## src/rtl/pipe_hazard_ctrl.sv

```systemverilog
// Hazard and sequencing controller for the 5-stage pipeline: stall/flush/PC-select,
// return-stack strobes with depth tracking, and EX operand forwarding selects.
module pipe_hazard_ctrl #(
   parameter int STACK_DEPTH = 8,
   parameter int CNT_W       = 16
) (
   input  logic             clk,
   input  logic             reset,
   input  logic             id_valid,
   input  logic [2:0]       id_src_a,
   input  logic [2:0]       id_src_b,
   input  logic             id_use_a,
   input  logic             id_use_b,
   input  logic             id_branch,
   input  logic             id_jump,
   input  logic             id_call,
   input  logic             id_ret,
   input  logic             id_uses_flags,
   input  logic             branch_taken,
   input  logic [2:0]       ex_rd,
   input  logic [2:0]       mem_rd,
   input  logic [2:0]       wb_rd,
   input  logic             ex_reg_write,
   input  logic             mem_reg_write,
   input  logic             wb_reg_write,
   input  logic             ex_is_load,
   input  logic             ex_writes_flags,
   input  logic [2:0]       ex_src_a,
   input  logic [2:0]       ex_src_b,
   input  logic             ex_use_imm,
   output logic             pc_writebar,
   output logic             IF_ID_loadbar,
   output logic             ID_EX_flush,
   output logic             IF_ID_flush,
   output logic [1:0]       pc_mux,
   output logic             push,
   output logic             pop,
   output logic [1:0]       forward_A,
   output logic [1:0]       forward_B,
   output logic             stack_err,
   output logic [CNT_W-1:0] stall_count
);

   localparam int DW = $clog2(STACK_DEPTH + 1);
   localparam logic [DW-1:0] DEPTH_FULL = DW'(STACK_DEPTH);

   typedef enum logic [1:0] {ST_RUN, ST_REDIR, ST_HALT} state_t;

   state_t           state_q, state_d;
   logic [DW-1:0]    depth_q, depth_d;
   logic             err_q, err_d;
   logic [CNT_W-1:0] cnt_q, cnt_d;
   logic             load_use, flag_haz;

   assign load_use = id_valid && ex_is_load && ex_reg_write &&
                     ((id_use_a && (id_src_a == ex_rd)) || (id_use_b && (id_src_b == ex_rd)));
   assign flag_haz = id_valid && id_branch && id_uses_flags && ex_writes_flags;

   always_ff @(posedge clk or negedge reset) begin
      if (!reset) begin
         state_q <= ST_RUN;
         depth_q <= '0;
         err_q   <= 1'b0;
         cnt_q   <= '0;
      end else begin
         state_q <= state_d;
         depth_q <= depth_d;
         err_q   <= err_d;
         cnt_q   <= cnt_d;
      end
   end

   always_comb begin
      state_d       = state_q;
      depth_d       = depth_q;
      err_d         = err_q;
      cnt_d         = cnt_q;
      pc_writebar   = 1'b0;
      IF_ID_loadbar = 1'b0;
      ID_EX_flush   = 1'b0;
      IF_ID_flush   = 1'b0;
      pc_mux        = 2'b00;
      push          = 1'b0;
      pop           = 1'b0;
      forward_A     = 2'b00;
      forward_B     = 2'b00;

      case (state_q)
         ST_RUN: begin
            if (load_use || flag_haz) begin
               pc_writebar   = 1'b1;
               IF_ID_loadbar = 1'b1;
               ID_EX_flush   = 1'b1;
               if (cnt_q != '1) cnt_d = cnt_q + 1'b1;
            end else if (id_valid) begin
               // A stack fault kills the redirect outright; the pipeline freezes from the next cycle.
               if (id_call) begin
                  if (depth_q == DEPTH_FULL) begin
                     err_d   = 1'b1;
                     state_d = ST_HALT;
                  end else begin
                     pc_mux      = 2'b10;
                     push        = 1'b1;
                     IF_ID_flush = 1'b1;
                     depth_d     = depth_q + 1'b1;
                     state_d     = ST_REDIR;
                  end
               end else if (id_ret) begin
                  if (depth_q == '0) begin
                     err_d   = 1'b1;
                     state_d = ST_HALT;
                  end else begin
                     pc_mux      = 2'b11;
                     pop         = 1'b1;
                     IF_ID_flush = 1'b1;
                     depth_d     = depth_q - 1'b1;
                     state_d     = ST_REDIR;
                  end
               end else if (id_jump) begin
                  pc_mux      = 2'b10;
                  IF_ID_flush = 1'b1;
                  state_d     = ST_REDIR;
               end else if (id_branch && branch_taken) begin
                  pc_mux      = 2'b01;
                  IF_ID_flush = 1'b1;
                  state_d     = ST_REDIR;
               end
            end
         end
         ST_REDIR: state_d = ST_RUN;
         ST_HALT: begin
            pc_writebar   = 1'b1;
            IF_ID_loadbar = 1'b1;
            ID_EX_flush   = 1'b1;
         end
         default: state_d = ST_RUN;
      endcase

      if (mem_reg_write && (mem_rd == ex_src_a))     forward_A = 2'b10;
      else if (wb_reg_write && (wb_rd == ex_src_a))  forward_A = 2'b11;

      if (ex_use_imm)                                forward_B = 2'b01;
      else if (mem_reg_write && (mem_rd == ex_src_b)) forward_B = 2'b10;
      else if (wb_reg_write && (wb_rd == ex_src_b))  forward_B = 2'b11;

      // Controls are forced quiet while reset is held, independent of decoded inputs.
      if (!reset) begin
         pc_writebar   = 1'b0;
         IF_ID_loadbar = 1'b0;
         ID_EX_flush   = 1'b0;
         IF_ID_flush   = 1'b0;
         pc_mux        = 2'b00;
         push          = 1'b0;
         pop           = 1'b0;
         forward_A     = 2'b00;
         forward_B     = 2'b00;
      end
   end

   assign stack_err   = err_q;
   assign stall_count = cnt_q;

endmodule

```

## config.mk

```make
export PLATFORM = sky130hd
export DESIGN_NAME = pipe_hazard_ctrl
export DESIGN_NICKNAME = d
export VERILOG_FILES = /design/src/rtl/pipe_hazard_ctrl.sv
export SDC_FILE = /design/constraint.sdc
export NUM_CORES = 1
export LEC_CHECK = 0
export CORE_UTILIZATION = 40
export CTS_BUF_LIST = sky130_fd_sc_hd__clkbuf_4
export DETAILED_ROUTE_END_ITERATION = 7
export PLACE_DENSITY = 0.83
export REMOVE_ABC_BUFFERS = 1
export SLEW_MARGIN = 20
export SYNTH_ARGS = -nofsm -noshare
export SYNTH_HDL_FRONTEND = slang
export SYNTH_SLANG_ARGS = --single-unit
```

## constraint.sdc

```tcl
create_clock -name clk -period 1.8 [get_ports clk]
set_input_delay 0.18 -clock clk [delete_from_list [all_inputs] [get_ports clk]]
set_output_delay 0.18 -clock clk [all_outputs]
set_load 0.05 [all_outputs]
```

# After elaboration in Yosys (flattened, before gate mapping)
# Cells that the tools add are included.
[totals] rom_bits=0 ff_bits=23 latch_bits=0 memories=0 input_bits=38 elab_cells=105 ram_bits=0
[classes] n_addsub=3 reduce_logical=23 n_eq_ne=15 bitwise_logic=2 muxes=58 div_mod_pow=0 mul=0 magnitude_cmp=0 n_shift=0
[op_table] op="$mux W2" n=24
[op_table] op="$mux W1" n=28
[op_table] op="$eq A3 B3 Y1" n=6
[op_table] op="$add A16 B1 Y16 const B" n=1
[op_table] op="$mux W4" n=4
[op_table] op="$ne A16 B16 Y1 const B" n=1
[op_table] op="$logic_and A1 B1 Y1" n=13
[op_table] op="$reduce_and A6 Y1" n=2
[op_table] op="$ne A2 B2 Y1 const B" n=4
[op_table] op="$ne A5 B5 Y1 const B" n=1
[op_table] op="$add A4 B1 Y4 const B" n=1
[op_table] op="$eq A4 B4 Y1 const B" n=1
[op_table] op="$logic_not A4 Y1" n=1
[op_table] op="$pmux W2 S2" n=1
[op_table] op="$reduce_and A4 Y1" n=1
[op_table] op="$reduce_bool A2 Y1" n=2
[op_table] op="$sub A4 B1 Y4 const B" n=1
[op_table] op="$reduce_and A3 Y1" n=1
[op_table] op="$eq A2 B2 Y1 const B" n=1
[op_table] op="$logic_not A2 Y1" n=1
[op_table] op="$logic_or A1 B1 Y1" n=2
[op_table] op="$ne A2 B1 Y1 const B" n=1
[op_table] op="$not A1 Y1" n=2
[op_table] op="$pmux W1 S2" n=1

# Longest topological paths before layout
# Gate-level depths: netlist (run 1).
[depth] word_depth=9 ltp_mapped=8 ltp_nobuf=7

# Worst setup path after synthesis (run 1)
# Ideal clock, no wire load.
[synth_timing] path_kind="in2out" from="input port id_src_a[0]" to="output port IF_ID_loadbar" path_stages=5 n_path_buf=1 slack_ps=-994 arrival_time_ps=2614 path_cell_list="xnor2_1 nand4_1 a21o_1 a311oi_1 buf_4"
[synth_between] elab_chain_len=8
[synth_lines] item="from (decl)" line_no="10" rtl="input logic [2:0] id_src_a,"
[synth_lines] item="$eq A3 B3 Y1" line_no="56" rtl="((id_use_a && (id_src_a == ex_rd)) || (id_use_b && (id_src_b == ex_rd)));"
[synth_lines] item="$logic_and A1 B1 Y1" line_no="56"
[synth_lines] item="$logic_or A1 B1 Y1" line_no="56"
[synth_lines] item="$logic_and A1 B1 Y1" line_no="55" rtl="assign load_use = id_valid && ex_is_load && ex_reg_write &&"
[synth_lines] item="$logic_or A1 B1 Y1" line_no="90" rtl="if (load_use || flag_haz) begin"
[synth_lines] item="$mux W1"
[synth_lines] item="$pmux W1 S2"
[synth_lines] item="$mux W1"
[synth_lines] item="to (decl)" line_no="32" rtl="output logic IF_ID_loadbar,"
# No other way between the ends.

# Worst setup path in the final report (run 1)
[layout_timing] from="register depth_q[1]" to="output port IF_ID_flush"
[layout_between] elab_chain_len=8 elab_cells_between_ends=10 classes_between="1 x eq/ne; 8 x mux; 1 x reduce/logical"
[layout_lines] item="from (decl)" line_no="50" rtl="logic [DW-1:0] depth_q, depth_d;"
[layout_lines] item="from (signal assigned)" line_no="67" rtl="depth_q <= depth_d;"
[layout_lines] item="$logic_not A4 Y1" line_no="109" rtl="if (depth_q == '0) begin"
[layout_lines] item="$mux W1" line_no="109"
[layout_lines] item="$mux W1" line_no="108" rtl="end else if (id_ret) begin"
[layout_lines] item="$mux W1 *" line_no="97" rtl="if (id_call) begin"
[layout_lines] item="$mux W1 *" line_no="95" rtl="end else if (id_valid) begin"
[layout_lines] item="$mux W1 *" line_no="90"
[layout_lines] item="$mux W1 *" line_no="88" rtl="case (state_q)"
[layout_lines] item="$mux W1 *" line_no="147" rtl="if (!reset) begin"
[layout_lines] item="to (decl)" line_no="34" rtl="output logic IF_ID_flush,"
# Every way passes the cells marked *; elsewhere a longest branch is shown, timed or not.

==> results of run 1 <==
[routing by layer]
layer	global-route usage	up-vias
met5	0	-
met4	0.0824	0
met3	0.0325	6
met2	0.437	57
met1	0.242	815
li1	-	828
[cell families after synthesis]
| family | share of synthesized area |
|---|---|
| buffers and inverters | 0.0364 |
| muxes | 0.0134 |
| DFF | 0.342 |
| xor gates and xnor gates | 0.187 |
| adders and majority gates | 0.0342 |
| and+or+nand+nor | 0.282 |
| AOI/OAI and AO/OA | 0.105 |
[worst register-to-register path, cell delays in order, from the launching register on]
cell	delay [ns]
dfrtp_1	0.44
nor2_2	0.17
buf_4	0.13
buf_4	0.09
o211ai_1	0.12
a31oi_4	0.23
buf_4	0.19
nand3_1	0.11
xnor2_1	0.15
[area by class of cell]
class,instances,area [µm²],area share
multi-input combinational,138,1170,0.397
inverter,4,15.0,0.00509
sequential,23,577,0.196
clock buffer,3,22.5,0.00764
tap,50,62.6,0.0212
timing repair buffer,107,1100,0.372
clock inverter,1,5.00,0.00170
[final timing paths]
check                                  startpoint                     endpoint  slack (ns)  cells after the start
min reg2reg                 stack_err$_DFFE_PN0P_        stack_err$_DFFE_PN0P_        0.49                      1
max                        depth_q[1]$_DFFE_PN0P_                  IF_ID_flush       -0.23                      6
max reg2reg                state_q[0]$_DFFE_PN0P_   stall_count[2]$_DFFE_PN0P_        0.07                      8
min in group clk            stack_err$_DFFE_PN0P_        stack_err$_DFFE_PN0P_        0.49                      1
max in group asynchronous                   reset       depth_q[3]$_DFFE_PN0P_        1.14                      2
min                                         reset  stall_count[15]$_DFFE_PN0P_        0.41                      2
[cells in the final DEF, fill, tap and decap left out, types with 3 or more instances in the layout]
cell | synthesis | routed
buf_4 | 2 | 37
xnor2_1 | 34 | 32
clkdlybuf4s50_1 | 0 | 24
dfrtp_1 | 23 | 22
buf_12 | 0 | 13
nand3_1 | 13 | 12
dlygate4sd2_1 | 0 | 12
dlymetal6s2s_1 | 0 | 11
nand3_2 | 9 | 9
nor2_1 | 10 | 8
nand4_1 | 7 | 7
nand2_1 | 9 | 7
a21oi_1 | 7 | 6
clkbuf_2 | 0 | 6
inv_1 | 4 | 4
and3_1 | 5 | 4
buf_6 | 2 | 4
a211oi_2 | 0 | 3
o21ai_0 | 4 | 3
nor4_1 | 3 | 3
ha_1 | 3 | 3
clkbuf_4 | 0 | 3
[report_power, final]
part | total, mW | switching [mW] | internal, mW
Clock | 0.251 | 0.167 | 0.0835
Sequential | 0.517 | 0 | 0.517
Combinational | 0.287 | 0.128 | 0.159
[registers in the layout, indices dropped and copies added (netlist names)]
register,count
state_q,2
depth_q,4
stall_count,16
stack_err,1
[what timing repair did]
| action | CTS | global route |
|---|---|---|
| setup endpoints to repair | 17 | 13 |
| endpoints found under the hold margin | 0 | 0 |
| setup buffers | 5 | 6 |
| pin swaps | 14 | 13 |
| resized for setup | 35 | 38 |
==> impl_metrics.py, run 1 <==
metrics = {
    "run_status": {
        "run_status": "complete, but fails checks",
        "violated_checks": "negative setup slack",
    },
    "synthesis": {
        "synth_top_cell_area_share": 0.342,
        "ys_warn_count": 0,
        "ys_top_cells_by_count": "34 x xnor2_1, 23 x dfrtp_1, 13 x nand3_1",
        "postSynth.topFlopCell": "dfrtp_1",
        "syn-instance-count": 171,
        "edff_count_synth": 0,
        "yosysMostFrequentCell": "xnor2_1",
        "netlist_top_cells_area": "dfrtp_1 34%, xnor2_1 18%, nand3_2 5.4%",
        "syn-cell-area_um2": 1680,
        "synth_sequential_area_ratio": 0.342,
        "synth.avg_cell_area_um2": 9.84,
        "synth_largest_area_cell": "dfrtp_1",
        "synthDistinctLibCells": 42,
        "postSynthRegisterBits": 23,
        "synthArstFlopShare": 1.00,
    },
    "sta": {
        "grt_setup_unrepaired": "true",
        "max_freq_mhz": 493,
        "timing.max_slew.rel_slack": 0.641,
        "clock_skew_ns": 0.00482,
        "max_slew.worst_pin.slew_ns": 0.537,
        "fin_tns_setup_ns": -0.794,
        "fin_ws_ns": -0.228,
        "slew_violations": 0,
        "timing.final.setup_violations": 5,
        "worst_hold_slack_ns": 0.410,
        "finalCritPeriodShare": 1.13,
        "final_count_of_hold_timing_violations": 0,
        "final_period_minus_worst_setup_slack_ns": 2.03,
    },
    "placement": {
        "placed_cells": 311,
        "hpwlAfterDp_um": 3570,
        "pre_cts_ws_ns": -0.192,
        "finalWeightedCongestion": 0.802,
        "placedInstanceArea_um2": 2720,
        "port_buffers": 66,
    },
    "detailed_routing": {
        "top_layer": "met4",
        "ant_nets": 0,
        "avgViaCountPerCell": 5.23,
        "route.vias.total": 1706,
        "post_drt_wl_per_cell_um": 15.8,
        "met3_routed_wl_um": 218,
        "drt_first_pass_iters": 4,
        "met2RoutedLength_um": 2840,
        "post-route-drc-count": 0,
        "dr.first_iter.drc_count": 89,
        "finalWirelength_um": 5160,
        "route.layer.met1.wl_um": 2030,
    },
    "setup_path": {
        "crit_slowest_cell": "or3_4",
        "cp-end-kind": "output port",
        "critical_path.top_delay_family": "simple AND/OR/NAND/NOR gates",
        "timing.critical_path.from_type": "register",
        "timing.critical_path.cells": "or3_4 > nor3b_4 > a21oi_2 > o21ai_2 > nor2_2 > buf_12",
        "worst-setup-path-type": "register to output port",
        "critical_path_buf_inv_count": 1,
        "slowest_cell_delay_on_critical_path_ns": 0.42,
        "path_max_fanout": 2,
        "worst_ep_arrival_time_ns": 1.85,
        "worstPathRequired_ns": 1.62,
    },
    "cts": {
        "clock_sink_count": 23,
        "cts_tree": "built",
        "clock_path_buffers": 2,
        "worst_setup_hold_path_clk_slew_ns": 0.13,
        "clock_insertion_delay_worst_skew_ns": 0.33,
        "cts-root-buf": "clkbuf_4",
        "hold_fix_buffer_count_after_cts": 0,
        "cts_max_level": 1,
        "cts_buffers": 3,
    },
    "layout": {
        "design_area_um2": 2950,
        "drive_above_1_share": 0.373,
        "num-fill-cells": 281,
        "final_core_utilization": 0.732,
        "fin_cells": 326,
        "n_antenna_cell": 0,
        "num-nets-final": 319,
        "layout-area-overhead-vs-synth_pct": 75.2,
    },
    "hold_path": {
        "min-delay-path-class": "input port to asynchronous set/reset pin",
    },
    "power": {
        "power.static_leakage_nw": 1.44,
        "power_mw": 1.05,
        "worst_ir_drop_vdd_v": 0.000209,
        "pwr_density_cell_nw_per_um2": 357,
    },
    "global_route": {
        "grt_pass1_vias": 1723,
        "grt_pass1_wl_um": 7640,
        "grt_use_total": 0.226,
        "grt_start_max_net_pins": 25,
        "number_of_antenna_violations_at_the_first_check_in_global_routing": 0,
        "gr-total-overflow": 0,
    },
    "die": {
        "die_x_um": 66.9,
        "fp.dieH_um": 66.9,
        "number_of_top_level_design_ports": 67,
        "rows": 23,
        "dieArea_um2": 4470,
        "initial_utilization": 0.418,
        "area_of_the_core_region_um2": 4030,
    },
    "flow_run": {
        "maxCapViolCount": 0,
    },
}
(Power assumes the default switching activity.)
==> inputs of run 2 (changes only) <==
- ABC_AREA: default -> 1
- CTS_CLUSTER_SIZE: default -> 28
- PLACE_DENSITY: 0.83 -> 0.8
==> run 2 against run 1 <==
The flow finishes with violations (design-rule violations, negative setup slack). Power is essentially flat. Sequential share of layout area down 1.3 points. Routed wire length grew 6.7%. Synthesized area up 14%. Global-route usage is 0.76 points lower. Maximum frequency grew 11%. Final area is 7.5% higher. Synthesized cell count increased by 60%. Die area grew 13%. Critical path depth is 2 higher. Combinational power is 2% higher. Utilization fell by 2.3 points.
==> impl_metrics.py, run 2 <==
metrics = {
    "synthesis": {
        "postSynthRegisterBits": 23,
        "ys_top_cells_by_count": "74 x nand2_1, 48 x inv_1, 23 x dfrtp_1, 23 x nor2_1, 16 x nand3_1",
        "syn-instance-count": 274,
        "netlist_top_cells_area": "dfrtp_1 30%, nand2_1 14%, inv_1 9.4%",
        "synthDistinctLibCells": 29,
        "synth_sequential_area_ratio": 0.300,
        "edff_count_synth": 0,
        "yosysMostFrequentCell": "nand2_1",
        "synth_top_cell_area_share": 0.300,
        "postSynth.topFlopCell": "dfrtp_1",
        "synth.avg_cell_area_um2": 7.00,
        "ys_warn_count": 0,
        "syn-cell-area_um2": 1920,
        "synth_largest_area_cell": "dfrtp_1",
        "synthArstFlopShare": 1.00,
    },
    "run_status": {
        "run_status": "complete, but fails checks",
        "violated_checks": "design-rule violations, negative setup slack",
    },
    "setup_path": {
        "cp-startpoint": "depth_q[1]$_DFFE_PN0P_",
        "ff2ff_setup_slack_ns": 0.16,
        "worst-setup-path-type": "register to output port",
        "timing.rr.start": "stall_count[0]$_DFFE_PN0P_",
        "worst-r2r-cell-count": 8,
        "cp-end-kind": "output port",
        "timing.critical_path.from_type": "register",
        "crit_path_end": "pc_mux[1]",
        "worstPathRequired_ns": 1.62,
        "worst_ep_arrival_time_ns": 1.64,
        "r2r-end": "stall_count[11]$_DFFE_PN0P_",
        "path_max_fanout": 3,
    },
    "cts": {
        "worst_setup_hold_path_clk_slew_ns": 0.13,
        "clock_path_buffers": 2,
        "cts_max_level": 1,
        "clock_insertion_delay_worst_skew_ns": 0.32,
        "cts-root-buf": "clkbuf_4",
        "cts_buffers": 3,
        "cts_tree": "built",
        "clock_sink_count": 23,
    },
    "power": {
        "power.static_leakage_nw": 1.62,
        "pwr_density_cell_nw_per_um2": 332,
        "worst_ir_drop_vdd_v": 0.000370,
    },
    "global_route": {
        "grt_use_total": 0.218,
        "grt_pass1_vias": 2076,
        "grt_start_max_net_pins": 17,
        "grt_pass1_wl_um": 8940,
        "number_of_antenna_violations_at_the_first_check_in_global_routing": 0,
        "gr-total-overflow": 0,
    },
    "layout": {
        "design_area_um2": 3170,
        "drive_above_1_share": 0.282,
        "num-nets-final": 416,
        "num-fill-cells": 344,
        "largest_register_ffs": 16,
        "layout_common_cells": "68 x nand2_1, 42 x inv_1, 33 x buf_4, 28 x clkdlybuf4s50_1, 21 x dfrtp_1",
        "n_antenna_cell": 0,
        "layout-area-overhead-vs-synth_pct": 65.4,
        "layout.cells.most_common": "nand2_1",
    },
    "placement": {
        "port_buffers": 66,
        "placedInstanceArea_um2": 2890,
        "pre_cts_ws_ns": -0.206,
        "hpwlAfterDp_um": 3910,
        "finalWeightedCongestion": 0.875,
    },
    "sta": {
        "timing.final.setup_violations": 3,
        "fin_ws_ns": -0.0196,
        "max_slew.worst_pin.slew_ns": 0.555,
        "finalCritPeriodShare": 1.01,
        "max_freq_mhz": 550,
        "timing.max_slew.rel_slack": 0.629,
        "worst_hold_slack_ns": 0.261,
        "clock_skew_ns": 0.00997,
        "grt_setup_unrepaired": "true",
        "slew_violations": 0,
        "final_count_of_hold_timing_violations": 0,
        "final_period_minus_worst_setup_slack_ns": 1.82,
    },
    "detailed_routing": {
        "route.vias.total": 2130,
        "ant_nets": 0,
        "post_drt_wl_per_cell_um": 13.0,
        "finalWirelength_um": 5510,
        "post-route-drc-count": 9,
        "drt_first_pass_iters": 7,
        "avgViaCountPerCell": 5.01,
        "dr.first_iter.drc_count": 82,
    },
    "hold_path": {
        "min-delay-path-class": "input port to asynchronous set/reset pin",
    },
    "die": {
        "dieArea_um2": 5070,
        "rows": 24,
        "initial_utilization": 0.428,
        "area_of_the_core_region_um2": 4470,
        "die_x_um": 71.2,
        "number_of_top_level_design_ports": 67,
        "fp.dieH_um": 71.2,
    },
    "flow_run": {
        "maxCapViolCount": 0,
    },
}
-- run 2: how the worst min path moves through the flow --
stage | cells past startpoint | end | from
after floorplan | 0 | depth_q[0]$_DFFE_PN0P_ | reset
after global placement | 2 | stack_err$_DFFE_PN0P_ | stack_err$_DFFE_PN0P_
after detailed placement | 2 | stack_err$_DFFE_PN0P_ | stack_err$_DFFE_PN0P_
after CTS | 2 | state_q[0]$_DFFE_PN0P_ | reset
after global routing | 2 | state_q[0]$_DFFE_PN0P_ | reset
final | 2 | state_q[0]$_DFFE_PN0P_ | reset
-- run 2: area by class of cell --
type	instances	area, µm²	area share
timing repair buffer	100	1080	0.340
tap	52	65.1	0.0205
multi-input combinational	197	1230	0.389
inverter	49	189	0.0596
clock inverter	1	5.00	0.00158
sequential	23	578	0.182
clock buffer	3	22.5	0.00710
-- run 2: cell families (layout without fill, tap and decap cells) --
logic type | Yosys count | in the layout | share of synthesized area
AND/OR/NAND/NOR | 134 | 134 | 0.310
buffers and inverters | 54 | 153 | 0.121
AO/OA/AOI/OAI | 37 | 37 | 0.138
flip-flops | 23 | 23 | 0.300
XOR/XNOR | 22 | 22 | 0.101
adder cells (fa/ha/maj) | 4 | 4 | 0.0300
-- run 2: power breakdown --
group          switching (mW)  total, mW  internal, mW
Sequential                  0      0.517         0.517
Combinational           0.146      0.294         0.147
Clock                   0.160      0.243        0.0832
-- run 2: timing repair --
item,CTS,global route
resized for setup,44,22
hold buffers,0,0
pin swaps,11,13
setup endpoints to repair,13,21
setup buffers,9,4
-- run 2: layer usage --
metal	GRT usage	share of wire
met1	0.266	0.41
met2	0.394	0.49
met3	0.0338	0.076
met4	0.0711	0.023
met5	0	0
-- run 2: through the flow --
stage	power (mW)	utilization	std cells	TNS, ns
floorplan	0.629	-	269	-3.46
global placement	0.796	0.646	408	-0.749
detailed placement	0.800	0.646	408	-2.23
CTS	1.05	0.688	421	0
global route	1.12	0.709	425	-0.561
finish	1.05	0.709	425	-0.0318
-- run 2: worst max-delay path, cell delays in order, from the launching register on --
cell	delay, ns
dfrtp_2	0.44
nor3_4	0.23
buf_4	0.15
nand2_2	0.06
inv_2	0.07
nand2_4	0.06
nand2_4	0.10
nor3_4	0.05
buf_12	0.15
==> inputs of run 3 (changes only) <==
- TNS_END_PERCENT: default -> 5
==> run 3 against run 2 <==
The flow still finishes with violations (design-rule violations, negative setup slack). Power up 0.19%. Clock-buffer cell count unchanged. Register-to-register slack hardly changed. Hold slack better by 0.010 ns. Non-clock buffer count decreased by 5. Combinational power barely moved. Critical endpoint unchanged. Largest cell class unchanged.
==> impl_metrics.py, run 3 (synthesis gave the netlist of run 2 again) <==
metrics = {
    "run_status": {
        "run_status": "complete, but fails checks",
        "violated_checks": "design-rule violations, negative setup slack",
    },
    "global_route": {
        "gr-total-overflow": 0,
        "grt_start_max_net_pins": 17,
        "number_of_antenna_violations_at_the_first_check_in_global_routing": 0,
        "grt_pass1_vias": 2031,
        "grt_use_total": 0.213,
        "grt_pass1_wl_um": 8770,
    },
    "power": {
        "clockPowerShare": 0.231,
        "power.switching_mw": 0.308,
        "worst_ir_drop_vdd_v": 0.000370,
        "comb_power_share": 0.280,
        "power.share.switching": 0.292,
        "pwr-share-seq": 0.489,
        "power_mw": 1.06,
        "pwr_density_cell_nw_per_um2": 336,
        "p_int_mw": 0.748,
        "power.static_leakage_nw": 1.60,
    },
    "setup_path": {
        "r2r-end": "stall_count[11]$_DFFE_PN0P_",
        "worst-r2r-cell-count": 8,
        "timing.critical_path.cells": "nor3_4 > a21oi_2 > nor3_2 > nor3_4 > buf_12",
        "path_max_fanout": 4,
        "worst_ep_arrival_time_ns": 1.63,
        "critPathMostFrequentCell": "nor3_4",
        "crit_slowest_cell": "dfrtp_2",
        "worst-setup-path-type": "register to output port",
        "timing.rr.start": "stall_count[0]$_DFFE_PN0P_",
        "worstPathRequired_ns": 1.62,
        "critical_path_buf_inv_count": 1,
        "timing.critical_path.from_type": "register",
        "slowest_cell_delay_on_critical_path_ns": 0.47,
        "cp-end-kind": "output port",
        "ff2ff_setup_slack_ns": 0.16,
        "critical_path.top_delay_family": "simple AND/OR/NAND/NOR gates",
    },
    "layout": {
        "n_antenna_cell": 0,
        "layout-area-overhead-vs-synth_pct": 64.0,
        "fin_cells": 420,
        "layout_common_cells": "68 x nand2_1, 42 x inv_1, 28 x clkdlybuf4s50_1, 28 x buf_4, 22 x dfrtp_1",
        "final_core_utilization": 0.702,
        "design_area_um2": 3140,
        "largest_register_ffs": 16,
        "drive_above_1_share": 0.272,
        "num-nets-final": 411,
        "layout.cells.most_common": "nand2_1",
    },
    "placement": {
        "finalWeightedCongestion": 0.875,
        "placedInstanceArea_um2": 2890,
        "hpwlAfterDp_um": 3910,
        "placed_cells": 408,
        "port_buffers": 66,
        "pre_cts_ws_ns": -0.206,
    },
    "detailed_routing": {
        "post-route-drc-count": 9,
        "avgViaCountPerCell": 4.95,
        "finalWirelength_um": 5430,
        "dr.first_iter.drc_count": 80,
        "route.vias.total": 2081,
        "drt_first_pass_iters": 6,
        "post_drt_wl_per_cell_um": 12.9,
        "ant_nets": 0,
    },
    "sta": {
        "max_freq_mhz": 553,
        "worst_hold_slack_ns": 0.271,
        "final_period_minus_worst_setup_slack_ns": 1.81,
        "fin_ws_ns": -0.00684,
        "final_count_of_hold_timing_violations": 0,
        "grt_setup_unrepaired": "true",
        "slew_violations": 0,
        "timing.max_slew.rel_slack": 0.639,
        "finalCritPeriodShare": 1.00,
        "max_slew.worst_pin.slew_ns": 0.539,
        "timing.final.setup_violations": 1,
        "fin_tns_setup_ns": -0.00684,
        "clock_skew_ns": 0.00937,
    },
    "die": {
        "initial_utilization": 0.428,
        "area_of_the_core_region_um2": 4470,
        "rows": 24,
        "fp.dieH_um": 71.2,
        "number_of_top_level_design_ports": 67,
        "dieArea_um2": 5070,
        "die_x_um": 71.2,
    },
    "cts": {
        "clock_sink_count": 23,
        "cts-root-buf": "clkbuf_4",
        "cts_tree": "built",
        "clock_insertion_delay_worst_skew_ns": 0.32,
        "cts_buffers": 3,
        "clock_path_buffers": 2,
        "worst_setup_hold_path_clk_slew_ns": 0.13,
        "cts_max_level": 1,
    },
    "flow_run": {
        "maxCapViolCount": 0,
    },
    "hold_path": {
        "min-delay-path-class": "input port to asynchronous set/reset pin",
    },
}
-- run 3: layout make-up --
| type | instances | area [µm²] |
|---|---|---|
| Clock buffer | 3 | 22.5 |
| Inverter | 49 | 189 |
| Timing Repair Buffer | 95 | 1040 |
| Sequential cell | 23 | 577 |
| Clock inverter | 1 | 5.00 |
| Fill cell | 350 | 1330 |
| Tap cell | 52 | 65.1 |
| Multi-Input combinational cell | 197 | 1240 |
-- run 3: routing by layer --
metal	vias up	routed length, µm	global-route usage
li1	1049	-	-
met2	71	2660	0.381
met1	949	2250	0.263
met5	-	0	0
met3	12	407	0.0338
met4	0	108	0.0667
-- run 3: worst max-delay path by stage --
stage	endpoint	cells after the start	startpoint
floorplan	pop	5	state_q[1]$_DFFE_PN0P_
global placement	ID_EX_flush	14	ex_rd[1]
detailed placement	pc_writebar	14	ex_rd[1]
CTS	pc_mux[0]	6	depth_q[2]$_DFFE_PN0P_
global route	pc_mux[0]	6	state_q[0]$_DFFE_PN0P_
finish	pc_mux[1]	5	depth_q[1]$_DFFE_PN0P_
-- run 3: repair_timing --
action / 4_1_cts / 5_1_grt
buffers inserted: 3 / 6
gates resized for setup: 40 / 27
setup endpoints to repair: 13 / 21
pin swaps: 10 / 13
hold buffers: 0 / 0
-- run 3: power groups by stage --
stage               clock network [mW]  logic (mW)  registers (mW)
CTS                              0.253       0.282           0.517
global placement                     0       0.269           0.526
finish                           0.243       0.296           0.517
global route                     0.284       0.319           0.517
detailed placement                   0       0.274           0.526
floorplan                            0       0.102           0.527
